**config.mk**
```make
export PLATFORM = sky130hd
export DESIGN_NAME = seq_detect_param
export DESIGN_NICKNAME = d
export VERILOG_FILES = /design/src/rtl/seq_detect_param.sv
export SDC_FILE = /design/constraint.sdc
export NUM_CORES = 1
export LEC_CHECK = 0
export BUFFER_PORTS_ARGS = -buffer_cell sky130_fd_sc_hd__buf_2
export CORE_UTILIZATION = 50
export CTS_CLUSTER_SIZE = 12
export DETAILED_ROUTE_END_ITERATION = 16
export PLACE_DENSITY = 0.73
export REMOVE_ABC_BUFFERS = 1
export SLEW_MARGIN = 15
export SYNTH_ARGS = -nofsm -noshare
export SYNTH_HDL_FRONTEND = slang
export SYNTH_SLANG_ARGS = --single-unit
```
**constraint.sdc**
```tcl
create_clock -name clk -period 3.75 [get_ports clk]
set_clock_uncertainty 0.15 [all_clocks]
set_input_delay 0.375 -clock clk [delete_from_list [all_inputs] [get_ports clk]]
set_output_delay 0.375 -clock clk [all_outputs]
set_load 0.005 [all_outputs]
```
**src/rtl/seq_detect_param.sv**
```systemverilog
// seq_detect_param: runtime-loadable Mealy serial pattern detector; SEQ_DETECT_MASK_EN adds a per-bit compare mask
module seq_detect_param #(
    parameter int PAT_W = 6,
    parameter int CNT_W = 8,
    parameter logic [PAT_W-1:0] DEF_PAT = PAT_W'(6'b110101),
    parameter int DEF_LEN = 6,
    localparam int LEN_W = $clog2(PAT_W + 1)
) (
    input  logic             clk,
    input  logic             res,
    input  logic             valid,
    input  logic             d_in,
    input  logic             overlap,
    input  logic             cfg_load,
    input  logic [PAT_W-1:0] cfg_pattern,
    input  logic [LEN_W-1:0] cfg_len,
`ifdef SEQ_DETECT_MASK_EN
    input  logic [PAT_W-1:0] cfg_mask,
`endif
    input  logic             cnt_clr,
    output logic             pattern_detect,
    output logic             armed,
    output logic             cfg_err,
    output logic [CNT_W-1:0] match_count
);
    typedef enum logic {UNARMED, ARMED} state_t;
    state_t state_q, state_d;
    logic [PAT_W-1:0] pat_q, pat_d, hist_q, hist_d, cand, len_mask, diff;
    logic [LEN_W-1:0] len_q, len_d, fill_q, fill_d, fill_inc;
    logic [CNT_W-1:0] cnt_q, cnt_d;
    logic cfg_err_q, cfg_err_d, len_ok, hit, clear;
`ifdef SEQ_DETECT_MASK_EN
    logic [PAT_W-1:0] mask_q, mask_d;
`endif
    always_comb begin
        cand     = {hist_q[PAT_W-2:0], d_in};
        len_mask = ~({PAT_W{1'b1}} << len_q);
`ifdef SEQ_DETECT_MASK_EN
        diff     = (cand ^ pat_q) & len_mask & mask_q;
        mask_d   = cfg_load ? cfg_mask : mask_q;
`else
        diff     = (cand ^ pat_q) & len_mask;
`endif
        fill_inc = (fill_q == LEN_W'(PAT_W)) ? fill_q : fill_q + 1'b1;
        len_ok   = (cfg_len != '0) && (cfg_len <= LEN_W'(PAT_W));
        // a load cycle wins over the data bit, so it can never complete a match
        hit      = valid & ~cfg_load & ~res & (state_q == ARMED)
                 & (({1'b0, fill_q} + 1'b1) >= {1'b0, len_q}) & (diff == '0);
        clear    = cfg_load | (hit & ~overlap);
        state_d   = cfg_load ? (len_ok ? ARMED : UNARMED) : state_q;
        cfg_err_d = cfg_load ? ~len_ok : cfg_err_q;
        pat_d     = cfg_load ? cfg_pattern : pat_q;
        len_d     = cfg_load ? cfg_len : len_q;
        hist_d    = clear ? '0 : valid ? cand : hist_q;
        fill_d    = clear ? '0 : valid ? fill_inc : fill_q;
        cnt_d     = cnt_clr ? CNT_W'(hit) : (hit && !(&cnt_q)) ? cnt_q + 1'b1 : cnt_q;
    end
    always_ff @(posedge clk) begin
        if (res) begin
            state_q   <= ARMED;
            cfg_err_q <= 1'b0;
            pat_q     <= DEF_PAT;
            len_q     <= LEN_W'(DEF_LEN);
            hist_q    <= '0;
            fill_q    <= '0;
            cnt_q     <= '0;
`ifdef SEQ_DETECT_MASK_EN
            mask_q    <= '1;
`endif
        end else begin
            state_q   <= state_d;
            cfg_err_q <= cfg_err_d;
            pat_q     <= pat_d;
            len_q     <= len_d;
            hist_q    <= hist_d;
            fill_q    <= fill_d;
            cnt_q     <= cnt_d;
`ifdef SEQ_DETECT_MASK_EN
            mask_q    <= mask_d;
`endif
        end
    end
    assign pattern_detect = hit;
    assign armed          = (state_q == ARMED);
    assign cfg_err        = cfg_err_q;
    assign match_count    = cnt_q;
endmodule

```
# Word-level counts from Yosys, hierarchy flattened
# Index checks and enable logic that the tools add are counted.
# word_totals
regBits	27
latchBits	0
mem_bits_rw	0
rom_bits	0
inputBits	16
output_inout_bits	11
word_cells	43
mem_count	0
# op_classes
n_addsub	3
multipliers	0
n_div	0
magnitude_cmp	2
n_eq_ne	1
shifts	1
n_mux	3
n_bitwise	15
n_reduce_logical	10
# ops
operator	n
8-bit by 1-bit adder with 8-bit output, second input constant	1
8-bit AND reduction	1
1-bit AND	6
6-bit AND	1
6-bit zero test	1
6-bit NOT	1
6-bit by 3-bit << shifter with 6-bit output, first input constant	1
6-bit XOR	1
1-bit NOT	5
3-bit by 1-bit adder with 4-bit output, second input constant	1
4-bit by 3-bit >= comparator with 1-bit output	1
2-bit OR reduction	2
3-bit by 1-bit adder with 3-bit output, second input constant	1
3-bit == test, second input constant	1
3-bit less-or-equal comparator, second input constant	1
1-bit 2-to-1 mux	3
3-bit nonzero test	1
1-bit logical AND	2
2-bit AND reduction	1
2-bit nonzero test	1
1-bit zero test	1
1-bit bitwise OR	1

# Logic depth before layout (Yosys ltp)
# Gate-level depths: netlist of run 1.
# depth
depth_word	9
ltp_mapped	10
depth_no_buf	9

# Least setup slack after synthesis of run 1
# Ideal clock, no wire load.
# synth_path
kind	reg2reg
from	reg fill_q[0]
to	reg cnt_q[4], in the netlist match_count[4]
setup_time_ns	0.070
arrival_ns	2.035
required_time_ns	3.530
slack_ns	1.495
stages_incl_launch_ff	11
n_path_buf	1
synth_period_minus_slack_ns	2.255
path_cell_list	dfxtp_1 inv_1 ha_1 inv_1 ha_1 o21ai_0 o21ai_0 nand4b_1 buf_2 or3_1 a21oi_1
# synth_between
elab_chain_cells	5
# synth_lines
element	line_no	source
start: declaration	29	logic [LEN_W-1:0] len_q, len_d, fill_q, fill_d, fill_inc;
start signal: assignment	76	fill_q <= fill_d;
3-bit by 1-bit adder with 4-bit output	48	& (({1'b0, fill_q} + 1'b1) >= {1'b0, len_q}) & (diff == '0);
4-bit by 3-bit >= comparator with 1-bit output	48	
1-bit AND (2 in series)	48	
1-bit logical AND	56	cnt_d = cnt_clr ? CNT_W'(hit) : (hit && !(&cnt_q)) ? cnt_q + 1'b1 : cnt_q;
end signal: assignment	77	cnt_q <= cnt_d;
end: declaration	30	logic [CNT_W-1:0] cnt_q, cnt_d;
# Every way passes these cells.
# A chain may end at the register's enable or synchronous reset.

# Worst setup path in the final report of run 1
# layout_path
from	reg fill_q[0]
to	out pattern_detect
# layout_between
elab_chain_cells	4
# layout_lines
element	line_no	source
3-bit by 1-bit adder with 4-bit output	48	
4-bit by 3-bit >= comparator with 1-bit output	48	
1-bit AND (2 in series)	48	
end: declaration	21	output logic pattern_detect,
# Every way passes these cells.

==> results of run 1 <==
-- cell type report --
cell class,instances,area [um2],share of cell area
Timing Repair Buffer,26,130,0.0853
Multi-Input combinational cell,116,768,0.504
Clock buffer,4,26.3,0.0172
Tap cell,30,37.5,0.0246
Inverter,6,22.5,0.0148
Sequential cell,27,541,0.354
-- power groups by stage --
| stage | Clock [uW] | Combinational [uW] | Sequential (uW) |
|---|---|---|---|
| 6_report | 125 | 56.7 | 303 |
| 5_1_grt | 136 | 63.9 | 305 |
| 4_1_cts | 130 | 56.5 | 303 |
| 3_5_place_dp | 0 | 56.2 | 309 |
| 3_3_place_gp | 0 | 53.6 | 309 |
| 2_1_floorplan | 0 | 33.5 | 307 |
-- cell usage after synthesis (2+ instances only) --
library cell,instances
a21oi_1,8
a31oi_1,2
and3_1,3
and3_4,2
buf_2,2
clkbuf_1,3
dfxtp_1,27
ha_1,6
inv_1,6
mux2i_1,14
nand2_1,16
nand3_1,2
nor2_1,17
nor3_1,3
o211ai_1,3
o21ai_0,9
o31ai_1,2
or3_1,4
or4_1,2
xnor2_1,6
xor2_1,2
-- path summary, 6_finish.rpt --
kind         slack [ns]            from  depth (start not counted)             end
max                0.70       fill_q[0]                          9  pattern_detect
min                0.11  cfg_pattern[0]                          3        pat_q[0]
max reg2reg        0.81       fill_q[0]                          9       hist_q[0]
min reg2reg        0.33         cfg_err                          2         cfg_err
-- metal layers --
| layer | vias up | global-route usage | routed length [um] |
|---|---|---|---|
| met5 | - | 0 | 0 |
| met4 | 0 | 0.103 | 61 |
| met3 | 8 | 0.0278 | 77 |
| met2 | 26 | 0.370 | 1380 |
| met1 | 552 | 0.253 | 1290 |
| li1 | 600 | - | - |
-- cells by family after synthesis --
family / count (synthesis)
adder cells (fa/ha/maj): 6
buffers and inverters: 12
XOR/XNOR: 8
AO/OA/AOI/OAI: 30
AND/OR/NAND/NOR: 58
flip-flops: 27
multiplexers: 14
-- cell usage in the layout (no fill, tap or decap), types with 2 or more instances in the layout --
cell,netlist,final
and3_4,2,2
buf_2,2,26
clkbuf_4,0,3
mux2i_1,14,14
dfxtp_1,27,27
ha_1,6,6
o31ai_1,2,2
and3_1,3,3
a31oi_1,2,2
nor2_1,17,17
o211ai_1,3,3
nand2_1,16,16
or4_1,2,2
xnor2_1,6,6
nor3_1,3,3
a21oi_1,8,8
inv_1,6,6
o21ai_0,9,9
or3_1,4,4
xor2_1,2,2
nand3_1,2,2
-- per-stage QoR --
stage                     worst slack [ns]  cells  cell area, um2  hold slack (ns)
after global routing                 0.455    209            1530            0.105
after floorplan                       1.30    149            1330            0.294
after global placement                1.06    205            1500            0.306
after CTS                            0.726    209            1530           0.0970
final                                0.705    209            1530            0.108
after detailed placement             0.855    205            1500            0.318
-- registers in the layout (all words and copies together) (netlist names) --
signal	count
match_count	8
hist_q	5
len_q	3
armed	1
pat_q	6
fill_q	3
cfg_err	1
-- critical path: stages, from the launching register on --
cell and delay (ns):
dfxtp_1 0.46, inv_1 0.07, ha_1 0.30, inv_1 0.05, ha_1 0.26, o21ai_0 0.07, o21ai_0 0.16, nand4b_1 0.47
nor2_1 0.22, buf_2 0.14
==> reports/metrics.csv, run 1 <==
stage;metric;value;unit
logic_synthesis;simple logic cell fraction of the synthesized area;0.215;
clock_tree;CTS root buf;clkbuf_4;
die;Die Area;2940;um2
power_and_ir_drop;switch share;0.253;
cells_and_area;fraction of layout cells with a size suffix above 1;0.201;
cells_and_area;Final Core Density;0.605;
logic_synthesis;mux cell area share after synthesis;0.103;
sta;Rel. slew slack;0.579;
setup_path;Worst Path Required;3.22;ns
clock_tree;clk slew on worst S/H paths;0.14;ns
sta;setup violators final;0;
die;Core Rows;18;
clock_tree;CTS tree;built;
clock_tree;H-tree depth;1;
sta;RSZ-0062 raised after global routing;false;
logic_synthesis;XOR/XNOR Fraction of Synth Area;0.0514;
die;io pins;27;
logic_synthesis;dominant synthesized flop cell;dfxtp_1;
power_and_ir_drop;worst vdd ir;0.260;mV
logic_synthesis;Yosys warning total;0;
logic_synthesis;Synth Register Bits;27;
setup_path;Worst EP arrival;2.52;ns
logic_synthesis;Syn Area/Cell;8.80;um2
cells_and_area;# diodes;0;
power_and_ir_drop;total power;484;uW
sta;Final Hold Viols;0;
die;Die X;54.2;um
drt;Residual DRC;0;
power_and_ir_drop;Clk pwr share;0.257;
placement;hpwl dp;2.12;mm
die;Starting Density;0.541;
run_status;outcome;complete, no violations;
setup_path;critical path class;reg2out;
drt;first-iteration detailed-routing DRC count;17;
clock_tree;CTS Buffer Depth;2;
logic_synthesis;synthesized instance count;155;
drt;drt first pass iters;4;
logic_synthesis;number of flops mapped to enable cells by yosys;0;
sta;FMAX;328;MHz
drt;vias per cell;5.67;
die;Core Area;2520;um2
clock_tree;clk sinks;27;
cells_and_area;Final nets;202;
grt;GRT overflow;0;
setup_path;Setup crit start kind;flop;
setup_path;Crit. End Element;primary output;
flow_run;max_cap viols;0;
logic_synthesis;Synth Area in Adders;0.0550;
clock_tree;setup bufs post-CTS;0;
logic_synthesis;share of the synthesized area in the top cell type;0.396;
drt;Post-Route WL;2.80;mm
logic_synthesis;post-synth top area cell;dfxtp_1;
logic_synthesis;Post-Syn Area;1360;um2
sta;worst-margin pin slew;0.628;ns
sta;Slew Viols, Final;0;
clock_tree;Clk Latency, worst-skew pair;0.32;ns
cells_and_area;fillers;245;
logic_synthesis;largest family of logic cells by synthesized area;simple AND/OR/NAND/NOR gates;
grt;pin count of the biggest net entering global routing;16;
power_and_ir_drop;sequential power share;0.626;
sta;min Tclk post-route;3.05;ns
clock_tree;# hold bufs at CTS;0;
drt;WL/cell;13.4;um
logic_synthesis;dominant cells by area after synthesis;dfxtp_1 (40%), mux2i_1 (10%), ha_1 (5.5%);
power_and_ir_drop;P_int;362;uW
setup_path;worst-path maximum fanout;15;
drt;via count;1186;
drt;Final ANT Viol Nets;0;
clock_tree;CTS resizes;0;
placement;# port buffers;26;
power_and_ir_drop;NetSw;123;uW
placement;GPL Wtd Cong;0.811;
logic_synthesis;Seq/Total Area, Yosys;0.396;
clock_tree;Num CTS Buffers;3;
grt;gr usage total;0.212;
grt;initial antenna violation count;0;
cells_and_area;synthesis-to-layout area growth;11.8;%
die;Die Span Y;54.2;um
logic_synthesis;complex-gate fraction of the synthesized area;0.139;
grt;vias in the first global route;1060;
sta;period utilisation layout;0.812;
power_and_ir_drop;Static Leak;0.000676;uW
grt;global-route wire length before repair;4.51;mm
logic_synthesis;library cells used by synthesis;37;
power_and_ir_drop;PD cells;318;nW/um2
power_and_ir_drop;Comb pwr share;0.117;
sta;sum of negative setup slack;0;ns
worst_hold_path;Hold WC Path Type;in2reg;
logic_synthesis;Async SR Flop Fraction;0;
No activity file was read; power rests on OpenSTA's default activity.
==> run 2, diff against run 1 <==
CORE_UTILIZATION = 48   (was 50)
PLACE_DENSITY = 0.74   (was 0.73)
clock period = 2.77 ns   (was 3.75 ns; I/O delays follow)
==> run 2 against run 1 <==
Via count is 0.34% higher. Count of clock-buffer cells in the layout stayed put. Cell count is 0.48% higher. Combinational power is 34% higher. Power is 36% higher. Setup slack worse by 0.49 ns. Largest power group unchanged. Clock power is 36% higher. Worst hold slack worse by 0.092 ns. Global-route usage is 2.4 points lower. Flip-flop and latch count stayed put.
==> reports/metrics.csv, run 2 (synthesis results as in run 1) <==
stage;metric;value;unit
run_status;outcome;complete, no violations;
drt;WL/cell;13.0;um
grt;pin count of the biggest net entering global routing;16;
clock_tree;clk slew on worst S/H paths;0.14;ns
clock_tree;Clk Latency, worst-skew pair;0.31;ns
drt;Residual DRC;0;
sta;Final Hold Viols;0;
clock_tree;CTS root buf;clkbuf_4;
sta;FMAX;391;MHz
clock_tree;clk sinks;27;
flow_run;max_cap viols;0;
placement;# port buffers;26;
die;Starting Density;0.527;
power_and_ir_drop;Static Leak;0.000681;uW
setup_path;worst-path maximum fanout;15;
clock_tree;CTS Buffer Depth;2;
grt;global-route wire length before repair;4.77;mm
cells_and_area;fillers;218;
sta;period utilisation layout;0.923;
die;Core Rows;18;
die;Die X;55.3;um
grt;gr usage total;0.188;
setup_path;critical path class;reg2out;
clock_tree;CTS tree;built;
setup_path;Worst Path Required;2.34;ns
sta;worst-margin pin slew;0.555;ns
sta;Slew Viols, Final;0;
die;io pins;27;
drt;drt first pass iters;4;
cells_and_area;Register Area;542;um2
die;Die Area;3060;um2
drt;Final ANT Viol Nets;0;
die;Die Span Y;55.3;um
die;Core Area;2590;um2
sta;sum of negative setup slack;0;ns
grt;initial antenna violation count;0;
power_and_ir_drop;worst vdd ir;0.371;mV
cells_and_area;Final nets;203;
drt;vias per cell;5.67;
worst_hold_path;Hold WC Path Type;in2reg;
drt;Post-Route WL;2.74;mm
cells_and_area;fraction of layout cells with a size suffix above 1;0.211;
setup_path;Crit. End Element;primary output;
sta;Rel. slew slack;0.628;
power_and_ir_drop;PD cells;428;nW/um2
setup_path;Setup crit start kind;flop;
cells_and_area;area of the multi-input gates;768;um2
clock_tree;Num CTS Buffers;3;
clock_tree;# hold bufs at CTS;0;
cells_and_area;# diodes;0;
clock_tree;H-tree depth;1;
setup_path;Worst EP arrival;2.13;ns
drt;first-iteration detailed-routing DRC count;20;
placement;GPL Wtd Cong;0.826;
drt;via count;1190;
sta;setup violators final;0;
cells_and_area;Largest register FFs;8;
cells_and_area;Final Core Density;0.592;
cells_and_area;most frequent cells in the layout;dfxtp_1 (26), buf_2 (26), nor2_1 (17), nand2_1 (16), mux2i_1 (14);
grt;vias in the first global route;1078;
placement;hpwl dp;2.09;mm
cells_and_area;synthesis-to-layout area growth;12.5;%
sta;RSZ-0062 raised after global routing;false;
sta;min Tclk post-route;2.56;ns
grt;GRT overflow;0;
clock_tree;setup bufs post-CTS;0;
==> run 2: changes by cell type in the layout (fill, tap and decap cells not counted) <==
| cell | change |
|---|---|
| buf_4 | +1 |
| dfxtp_1 | -1 |
| dfxtp_2 | +1 |
==> run 2: metal layers <==
| layer | vias to the layer above | global-route usage | wire length [um] |
|---|---|---|---|
| met1 | 545 | 0.261 | 1280 |
| li1 | 599 | - | - |
| met2 | 42 | 0.298 | 1280 |
| met3 | 4 | 0.0258 | 137 |
| met5 | - | 0 | 0 |
| met4 | 0 | 0.0679 | 43 |
==> run 2: critical path: stages, from the launching register on <==
cell      delay (ns)
dfxtp_2         0.41
inv_1           0.06
ha_1            0.29
inv_1           0.05
ha_1            0.27
o21ai_0         0.06
o21ai_0         0.16
nand4b_1        0.12
buf_4           0.20
nor2_1          0.08
buf_2           0.11
==> run 2: area by class of cell <==
type / instances / area share
inverters: 6 / 0.0147
repair buffers: 27 / 0.0897
multi-input cells: 116 / 0.501
flip-flops and latches: 27 / 0.353
well taps: 30 / 0.0245
clock buffers: 4 / 0.0171
==> run 2: per-stage QoR <==
stage	power [uW]	std cells	setup WS (ns)	hold WS [ns]	cell area, um2
floorplan	461	149	0.324	0.196	1330
global placement	491	206	0.402	0.309	1510
detailed placement	495	206	0.298	0.317	1510
CTS	660	210	0.164	0.0168	1530
global route	690	210	0.0404	0.0184	1530
finish	657	210	0.213	0.0161	1530
==> run 2: path summary, 6_finish.rpt <==
| check | from | endpoint | slack, ns | cells after the start |
|---|---|---|---|---|
| max | fill_q[0] | pattern_detect | 0.21 | 10 |
| min | cfg_pattern[0] | pat_q[0] | 0.02 | 3 |
| max reg2reg | fill_q[0] | hist_q[4] | 0.30 | 10 |
| min reg2reg | cfg_err | cfg_err | 0.34 | 2 |
==> run 2: what timing repair did <==
item | CTS | global route
endpoints found under the setup margin | 0 | 1
hold endpoints to repair | 0 | 0
resized for setup | 0 | 1
==> run 2: power breakdown <==
part           internal (uW)  total, uW  switching (uW)
logic                   33.7       75.8            42.1
clock network           56.2        170             114
registers                400        411            11.1
